===== config.mk =====
export PLATFORM = sky130hd
export DESIGN_NAME = reflet_bus_responder_flat
export DESIGN_NICKNAME = d
export VERILOG_FILES = /design/src/rtl/reflet_bus_responder_pkg.sv /design/src/rtl/reflet_bus_responder_if.sv /design/src/rtl/reflet_bus_responder_fifo.sv /design/src/rtl/reflet_bus_responder.sv /design/src/flat_wrapper.sv
export SDC_FILE = /design/constraint.sdc
export NUM_CORES = 2
export LEC_CHECK = 0
export BUFFER_PORTS_ARGS = -buffer_cell sky130_fd_sc_hd__buf_4
export CAP_MARGIN = 20
export CORE_ASPECT_RATIO = 1.75
export CORE_MARGIN = 5
export CORE_UTILIZATION = 40
export DETAILED_ROUTE_END_ITERATION = 6
export PLACE_DENSITY = 0.6
export SLEW_MARGIN = 5
export SYNTH_ARGS = -nofsm -noshare
export SYNTH_HDL_FRONTEND = slang
export SYNTH_SLANG_ARGS = --single-unit

===== constraint.sdc =====
create_clock -name clk -period 5 [get_ports clk]
set_input_delay 1.5 -clock clk [delete_from_list [all_inputs] [get_ports clk]]
set_output_delay 1.5 -clock clk [all_outputs]
set_load 0.01 [all_outputs]

===== src/rtl/reflet_bus_responder_pkg.sv =====
// Shared constants for the reflet bus responder:
// register addresses and STATUS bit positions.
package reflet_bus_responder_pkg;

   localparam int FULL    = 0;
   localparam int EMPTY   = 1;
   localparam int OVF     = 2;
   localparam int CNT_LSB = 3;

   function automatic int tx_addr(input int ws);
      return (2 ** ws) - 1;
   endfunction

   function automatic int status_addr(input int ws);
      return (2 ** ws) - 2;
   endfunction

endpackage


===== src/rtl/reflet_bus_responder_if.sv =====
// CPU data bus plus TX valid/ready stream
// between the CPU side and the responder.
interface reflet_bus_responder_if #(
   parameter int wordsize = 8
);
   import reflet_bus_responder_pkg::*;

   logic [wordsize-1:0] addr;
   logic [wordsize-1:0] data_in;
   logic                write_en;
   logic [wordsize-1:0] data_out;
   logic [wordsize-1:0] tx_data;
   logic                tx_valid;
   logic                tx_ready;

   modport master (
      output addr,
      output data_in,
      output write_en,
      output tx_ready,
      input  data_out,
      input  tx_data,
      input  tx_valid
   );

   modport slave (
      input  addr,
      input  data_in,
      input  write_en,
      input  tx_ready,
      output data_out,
      output tx_data,
      output tx_valid
   );

endinterface


===== src/rtl/reflet_bus_responder_fifo.sv =====
// Small TX FIFO with wrapping pointers; head
// is read combinationally from storage.
module reflet_fifo
   import reflet_bus_responder_pkg::*;
#(
   parameter int width      = 8,
   parameter int depth_log2 = 2
) (
   input  logic                  clk,
   input  logic                  reset,
   input  logic                  push,
   input  logic [width-1:0]      push_data,
   input  logic                  pop,
   output logic [width-1:0]      head,
   output logic                  full,
   output logic                  empty,
   output logic [depth_log2:0]   count
);

   localparam int DEPTH = 2 ** depth_log2;
   localparam logic [depth_log2:0] FULL_CNT =
      (depth_log2 + 1)'(DEPTH);

   logic [width-1:0]      storage [DEPTH];
   logic [depth_log2-1:0] wr_ptr;
   logic [depth_log2-1:0] rd_ptr;
   logic                  do_push;
   logic                  do_pop;

   assign full  = (count == FULL_CNT);
   assign empty = (count == '0);

   // A pop in the same cycle frees the slot, so a full push is legal.
   assign do_pop  = pop & ~empty;
   assign do_push = push & (~full | do_pop);

   assign head = empty ? '0 : storage[rd_ptr];

   always_ff @(posedge clk or negedge reset) begin
      if (!reset) begin
         wr_ptr <= '0;
         rd_ptr <= '0;
         count  <= '0;
      end else begin
         if (do_push)
            wr_ptr <= wr_ptr + 1'b1;
         if (do_pop)
            rd_ptr <= rd_ptr + 1'b1;
         if (do_push && !do_pop)
            count <= count + 1'b1;
         else if (!do_push && do_pop)
            count <= count - 1'b1;
      end
   end

   always_ff @(posedge clk) begin
      if (do_push)
         storage[wr_ptr] <= push_data;
   end

endmodule


===== src/rtl/reflet_bus_responder.sv =====
// Memory-side responder: synchronous RAM, STATUS
// register and a FIFO-backed TX port.
module reflet_bus_responder
   import reflet_bus_responder_pkg::*;
#(
   parameter int    wordsize        = 8,
   parameter int    fifo_depth_log2 = 2,
   parameter string init_file       = ""
) (
   input  logic                    clk,
   input  logic                    reset,
   reflet_bus_responder_if.slave   bus
);

   localparam int RAM_WORDS = (2 ** wordsize) - 2;
   localparam logic [wordsize-1:0] TX_ADDR =
      wordsize'(tx_addr(wordsize));
   localparam logic [wordsize-1:0] STATUS_ADDR =
      wordsize'(status_addr(wordsize));

   logic [wordsize-1:0]        mem [RAM_WORDS];
   logic [wordsize-1:0]        rd_data;
   logic [wordsize-1:0]        status_word;
   logic [wordsize-1:0]        head;
   logic [fifo_depth_log2:0]   count;
   logic                       full;
   logic                       empty;
   logic                       ovf;
   logic                       is_tx;
   logic                       is_status;
   logic                       is_ram;
   logic                       push_req;
   logic                       pop;

   assign is_tx     = (bus.addr == TX_ADDR);
   assign is_status = (bus.addr == STATUS_ADDR);
   assign is_ram    = (bus.addr < STATUS_ADDR);

   assign push_req = bus.write_en & is_tx;
   assign pop      = bus.tx_valid & bus.tx_ready;

   reflet_fifo #(
      .width      (wordsize),
      .depth_log2 (fifo_depth_log2)
   ) u_fifo (
      .clk       (clk),
      .reset     (reset),
      .push      (push_req),
      .push_data (bus.data_in),
      .pop       (pop),
      .head      (head),
      .full      (full),
      .empty     (empty),
      .count     (count)
   );

   assign bus.tx_valid = ~empty;
   assign bus.tx_data  = head;

   always_comb begin
      status_word = '0;
      status_word[FULL]  = full;
      status_word[EMPTY] = empty;
      status_word[OVF]   = ovf;
      status_word[CNT_LSB +: fifo_depth_log2 + 1] = count;
   end

   always_comb begin
      rd_data = '0;
      unique case (1'b1)
         is_tx:     rd_data = '0;
         is_status: rd_data = status_word;
         is_ram:    rd_data = mem[bus.addr];
      endcase
   end

   // STATUS is sampled here, before this edge's push/pop lands.
   always_ff @(posedge clk or negedge reset) begin
      if (!reset) begin
         bus.data_out <= '0;
         ovf          <= 1'b0;
      end else begin
         bus.data_out <= rd_data;
         if (push_req && full && !pop)
            ovf <= 1'b1;
         else if (bus.write_en && is_status)
            ovf <= 1'b0;
      end
   end

   always_ff @(posedge clk) begin
      if (bus.write_en && is_ram)
         mem[bus.addr] <= bus.data_in;
   end

endmodule

===== src/flat_wrapper.sv =====
// flat-port wrapper written by rule: the top's interface ports become plain ports
module reflet_bus_responder_flat import reflet_bus_responder_pkg::*;
#(
   parameter int    wordsize        = 8,
   parameter int    fifo_depth_log2 = 2,
   parameter string init_file       = ""
)
  (clk, reset, bus_addr, bus_data_in, bus_write_en, bus_tx_ready, bus_data_out, bus_tx_data, bus_tx_valid);
  reflet_bus_responder_if #(.wordsize(wordsize)) bus_i ();
  input  logic clk;
  input  logic reset;
  input wire logic [$bits(bus_i.addr)-1:0] bus_addr;
  input wire logic [$bits(bus_i.data_in)-1:0] bus_data_in;
  input wire logic [$bits(bus_i.write_en)-1:0] bus_write_en;
  input wire logic [$bits(bus_i.tx_ready)-1:0] bus_tx_ready;
  output wire logic [$bits(bus_i.data_out)-1:0] bus_data_out;
  output wire logic [$bits(bus_i.tx_data)-1:0] bus_tx_data;
  output wire logic [$bits(bus_i.tx_valid)-1:0] bus_tx_valid;
  assign bus_i.addr = bus_addr;
  assign bus_i.data_in = bus_data_in;
  assign bus_i.write_en = bus_write_en;
  assign bus_i.tx_ready = bus_tx_ready;
  assign bus_data_out = bus_i.data_out;
  assign bus_tx_data = bus_i.tx_data;
  assign bus_tx_valid = bus_i.tx_valid;
  reflet_bus_responder #(.wordsize(wordsize), .fifo_depth_log2(fifo_depth_log2), .init_file(init_file)) u_core (.clk(clk), .reset(reset), .bus(bus_i));
endmodule

-- Word level (Yosys, flattened, before mapping)
Memory sizes are Yosys's and may differ from the RTL's.
Index checks and enable logic that the tools add are counted.
- bits in registers: 16
- bits of input ports: 20
- output and inout bits: 17
- memories: 2
- logic and storage cells: 44
- memory bits (writable): 2064
- memories (memory ; words ; width ; rd ports ; clocked after memory_dff ; write ports ; line ; RTL):
    u_core.mem ; 254 ; 8 ; 1 ; 0 ; 1 ; reflet_bus_responder.sv:21 ; logic [wordsize-1:0] mem [RAM_WORDS];
    u_core.u_fifo.storage ; 4 ; 8 ; 1 ; 0 ; 1 ; reflet_bus_responder_fifo.sv:24 ; logic [width-1:0] storage [DEPTH];
- muxes and demuxes: 10
- bitwise gates (word level): 7
- eq/ne operators: 3
- order comparisons: 1
- reductions and logical operators: 12
- add/subtract/negate cells: 4
- operators by type and width (kind ; count):
    8-bit one-hot mux with 3 select lines ; 1
    8-bit == test (second input constant) ; 2
    8-bit less-than comparator (second input constant) ; 1
    8-bit 2-to-1 mux ; 1
    1-bit logical AND ; 6
    1-bit 2-to-1 mux ; 6
    3-bit 2-to-1 mux ; 2
    2-bit by 1-bit adder with 2-bit output (second input constant) ; 2
    1-bit bitwise AND ; 4
    2-bit nonzero test ; 2
    3-bit by 1-bit adder with 3-bit output (second input constant) ; 1
    3-bit == test (second input constant) ; 1
    1-bit logical NOT ; 3
    3-bit logical NOT ; 1
    3-bit by 1-bit subtractor with 3-bit output (second input constant) ; 1
    1-bit NOT ; 2
    1-bit bitwise OR ; 1

-- Longest topological paths before layout
- depth after elaboration: 10
- depth in mapped cells: 14
- mapped depth without buffers: 10

-- Cells and area by module
Synthesis repeated with hierarchy kept, for this count alone.
- cells, all modules: 3959
- area, all modules: 81176.6 um^2
- modules (own cells, without submodules) (module ; cells an instance ; times used ; area an instance (um^2) ; sequential area each (um^2)):
    reflet_bus_responder ; 3872 ; 1 ; 79533.8 ; 61243.7
    reflet_fifo ; 87 ; 1 ; 1642.8 ; 1136.1

-- Worst setup path before layout
Ideal clock, no wire load.
- path type: in2reg
- from: in bus_addr[0]
- to: reg u_core.u_fifo.count[2]
- path slack: 805 ps
- buffers on the path: 6
- stages on the path: 14
- arrival time: 4116 ps
- data required time: 4921 ps
- setup time: 79 ps
- cell sequence: buf_6 -> buf_6 -> buf_8 -> buf_8 -> buf_6 -> buf_6 -> and3_2 -> nor4b_2 -> ha_1 -> inv_1 -> fa_1 -> xor2_1 -> nor2_1 -> xor2_1
- word-level cells in the longest chain between the ends: 6
- elaborated cells between the ends (all ways): 8
- classes of those cells: eq/ne (1); mux (1); bitwise (2); reduce/logical (4)
- RTL lines (item ; line ; RTL):
    start: declaration ; flat_wrapper.sv:12 ; input wire logic [$bits(bus_i.addr)-1:0] bus_addr;
    8-bit == test (*) ; reflet_bus_responder.sv:35 ; assign is_tx = (bus.addr == TX_ADDR);
    1-bit bitwise AND (*) ; reflet_bus_responder.sv:39 ; assign push_req = bus.write_en & is_tx;
    1-bit bitwise AND (*) ; reflet_bus_responder_fifo.sv:35 ; assign do_push = push & (~full | do_pop);
    1-bit logical NOT ; reflet_bus_responder_fifo.sv:51 ; else if (!do_push && do_pop)
    1-bit logical AND ; reflet_bus_responder_fifo.sv:51 ;
    2-bit nonzero test (no line) ; n/a ;
    end signal: assignment ; reflet_bus_responder_fifo.sv:50 ; count <= count + 1'b1;
    end signal: assignment ; reflet_bus_responder_fifo.sv:52 ; count <= count - 1'b1;
    end: declaration ; reflet_bus_responder_fifo.sv:17 ; output logic [depth_log2:0] count
Mark *: on every way between the ends. The rest lies on a longest branch, timed or not.
A chain may end at the register's enable or synchronous reset.

-- Worst setup path after layout
- from: in bus_addr[0]
- to: reg u_core.bus.data_out[1]
- word-level cells in the longest chain between the ends: 2
- elaborated cells between the ends (all ways): 5
- classes of those cells: order compare (1); eq/ne (2); mux (1); memory (1)
- RTL lines (item ; line ; RTL):
    memory read 254 x 8 bit, or another cell as far along ; n/a ;
    8-bit one-hot mux with 3 select lines (*) ; reflet_bus_responder.sv:70 ; unique case (1'b1)
    via u_core.rd_data[1] ; reflet_bus_responder.sv:22 ; logic [wordsize-1:0] rd_data;
    end signal: assignment ; reflet_bus_responder.sv:83 ; bus.data_out <= rd_data;
    end: declaration ; reflet_bus_responder_if.sv:31 ; output data_out,
Mark *: on every way through the listed nets, which the timed path passes. The rest lies on a longest branch.

==> results by group <==
Outcome
  • Status: finished with violations
  • Failing checks: DRC

Setup path
  • Setup crit end kind: flip-flop
  • Crit Path Class: input port to flip-flop
  • R2R Path Start: u_core.mem[251][1]
  • CP Data Arrival Time: 4950 ps
  • Startpoint types: input port
  • Worst-path fanout max: 31
  • Critical Path RT: 5710 ps
  • Crit. Startpoint: bus_addr[0]

Logic synthesis
  • Post-synthesis cell count: between 3000 and 4000
  • Xor/xnor share of the synthesized area: 0.06449%
  • Syn Area/Cell: 20.44 µm²
  • Post-synthesis mux area share: around 15%
  • YS warnings: 0
  • Compound-cell area share of the yosys netlist: 3.051%
  • Synth top area share: 76.06%
  • Seq/Total Area, Yosys: about three quarters
  • Ys flop type: edfxtp_1
  • Area contributors post-synth: edfxtp_1 (76%), mux4_2 (12%), mux2i_1 (2.3%)
  • Async SR Flop Fraction: less than 1%
  • Netlist cell types: 71
  • Yosys reg bits: 2080
  • Mapped Nets: 4012
  • EDFF count, synth: 2064
  • Largest area contributor in the netlist: edfxtp_1
  • Post-synthesis adder-cell area fraction: 0.1013%
  • Simple-Gate Fraction of Synth Area: 3.313%
  • Mapped Area: 81490 µm²
  • Main combinational cell family by area after synthesis: multiplexers

Clocking
  • CTS H-tree lvls: 4
  • Clock Tree Root: clkbuf_16
  • Post_cts resized: 0
  • Max Root-Sink Buffers: 4
  • Reg clk slew, reported paths: ~70 ps
  • Setup bufs post-CTS: 0
  • Num Clock Sinks: 2080
  • # hold bufs at CTS: 0
  • CTS tree: done
  • CTS buffer count: 179
  • Clk_lat worst skew: 820 ps

STA
  • Fin Hold WS: between 500 and 600 ps
  • Fmax: 235.6 MHz
  • Final setup viols: 0
  • Unrepaired setup endpoints after global routing: no
  • Slew @ Worst Pin: 1303 ps
  • Final Hold Viols: 0
  • Slew margin rel.: 13.13%
  • Clock skew: 46.72 ps
  • Fin crit period: 4245 ps
  • Fin worst setup slack: 755.4 ps
  • Setup TNS: 0 ps
  • Fin crit share: 84.89%
  • Final Max Slew Viols: 0

Drt
  • Avg WL per Cell: between 30 and 40 µm
  • Vias per cell: ~5.9
  • Total wire length: about 240000 µm
  • TritonRoute pass-1 iters: 7
  • Antenna Nets Post-Route: 0
  • 1st-iter DRT viols: 4516
  • Vias: 42610
  • DRC violations left: 2

Cells and area
  • Commonest non-fill, non-tap cells in the layout: edfxtp_1 (2064), buf_4 (500), mux4_2 (433)
  • Register area: 62380 µm²
  • Final core occ: 46.09%
  • Layout area overhead: 14.84%
  • Share of post-route cells with drive strength above 1: between 20 and 30%
  • Most common cell after layout, fill and taps aside: edfxtp_1
  • Fill count: between 15000 and 20000
  • Area of the multi-input gates: between 15000 and 20000 µm²
  • Nets: 4503

Min path
  • Min-delay src: u_core.u_fifo.count[2]
  • Worst min path class: flip-flop to flip-flop

Floorplan
  • Die Y-Extent: ~600 µm
  • # rows: 219
  • Initial core utilization: 40.13%
  • Core Box Area: 203000 µm²
  • Die footprint: 213200 µm²
  • Ports: 37
  • Die width: ~350 µm

Pwr
  • Pwr dens: 378.2 nW/µm²
  • Overall Power: 0.03539 W
  • Static Leak: 30.03 nW
  • Peak VDD IR: 0.2603 mV

Flow run
  • Total of max-cap violations: 0

Place
  • Routability Congestion: between 0.8 and 0.9
  • DP Wirelength: between 150000 and 200000 µm
  • I/O Buffers: 36
  • Setup slack after placement: -37.80 ps

Global routing
  • Total gr overflow: 0
  • Vias in the first global route: 43920
  • GRT Overall Usage: 22.44%
  • Largest net degree at the start of global routing: between 100 and 150
  • Global-route wire length before repair: between 300000 and 400000 µm
  • Initial antenna violation count: 8
## metal layers
metal / up-vias / routed length [µm] / global-route usage [%]
met5: - / 46 / 0
met4: 8 / 18460 / 14.00
met3: 600 / 14740 / 3.327
met2: 1894 / 127100 / 40.50
met1: 22720 / 81000 / 24.83
li1: 17390 / - / -
## registers in the layout (all words and copies together), names as in the netlist
signal                 cells
u_core.bus.data_out        8
u_core.mem              2032
u_core.ovf                 1
u_core.u_fifo.count        3
u_core.u_fifo.rd_ptr       2
u_core.u_fifo.storage     32
u_core.u_fifo.wr_ptr       2
## cell type report
cell class	instances	area share [%]
Sequential cell	2080	66.66
Multi-Input combinational cell	1658	18.76
Tap cell	2652	3.546
Inverter	10	0.04145
Timing Repair Buffer	548	4.951
Antenna cell	3	0.008022
Clock inverter	106	1.063
Clock buffer	209	4.973
## worst max-delay path, stage by stage
cell and delay [ps]:
buf_8 350, buf_12 330, mux4_2 550, mux2i_1 400
o22ai_1 170, nor4_1 890, buf_4 230, a211oi_1 100
or3_1 380
## report_power, final
| part | internal (W) | leakage [nW] | switching, W | total [W] |
|---|---|---|---|---|
| Sequential | 0.0192 | 18.7 | 0.0000898 | 0.0193 |
| Clock | 0.00760 | 2.75 | 0.00620 | 0.0138 |
| Combinational | 0.000826 | 8.54 | 0.00146 | 0.00228 |
## worst paths after layout
| check | slack, ps | endpoint | depth (start not counted) |
|---|---|---|---|
| worst min register to register | 540 | u_core.u_fifo.count[2] | 1 |
| worst max-delay path | 760 | u_core.bus.data_out[1] | 9 |
| max in group asynchronous | 4110 | u_core.u_fifo.rd_ptr[1] | 1 |
| min in group asynchronous | 600 | u_core.ovf | 1 |
| worst max register to register | 1880 | u_core.bus.data_out[1] | 7 |
| worst min-delay path | 540 | u_core.u_fifo.count[2] | 1 |
## per-stage QoR
stage / std cells / cell area, µm²
after floorplan: 3986 / 81490
after global routing: 7264 / 93580
after CTS: 7262 / 93570
after global placement: 6947 / 87920
after detailed placement: 6947 / 87920
final: 7266 / 93590
## cells by family (layout without fill, tap and decap cells)
| group | Yosys count | count (layout) |
|---|---|---|
| flops | 2080 | 2080 |
| mux | 661 | 661 |
| simple gates | 625 | 625 |
| compound gates | 360 | 360 |
| buf+inv | 248 | 873 |
| fa+ha+maj | 6 | 6 |
| xor+xnor | 6 | 6 |
| other cells | 0 | 3 |
## synth_stat cells (all sizes together), types with 39 or more instances
| cell type | count |
|---|---|
| nor2 | 306 |
| edfxtp | 2064 |
| clkbuf | 90 |
| o21ai | 39 |
| mux2i | 189 |
| a21oi | 73 |
| mux4 | 439 |
| buf | 148 |
| nand3 | 66 |
| a22oi | 72 |
| nand2 | 150 |
(Power assumes the default switching activity.)
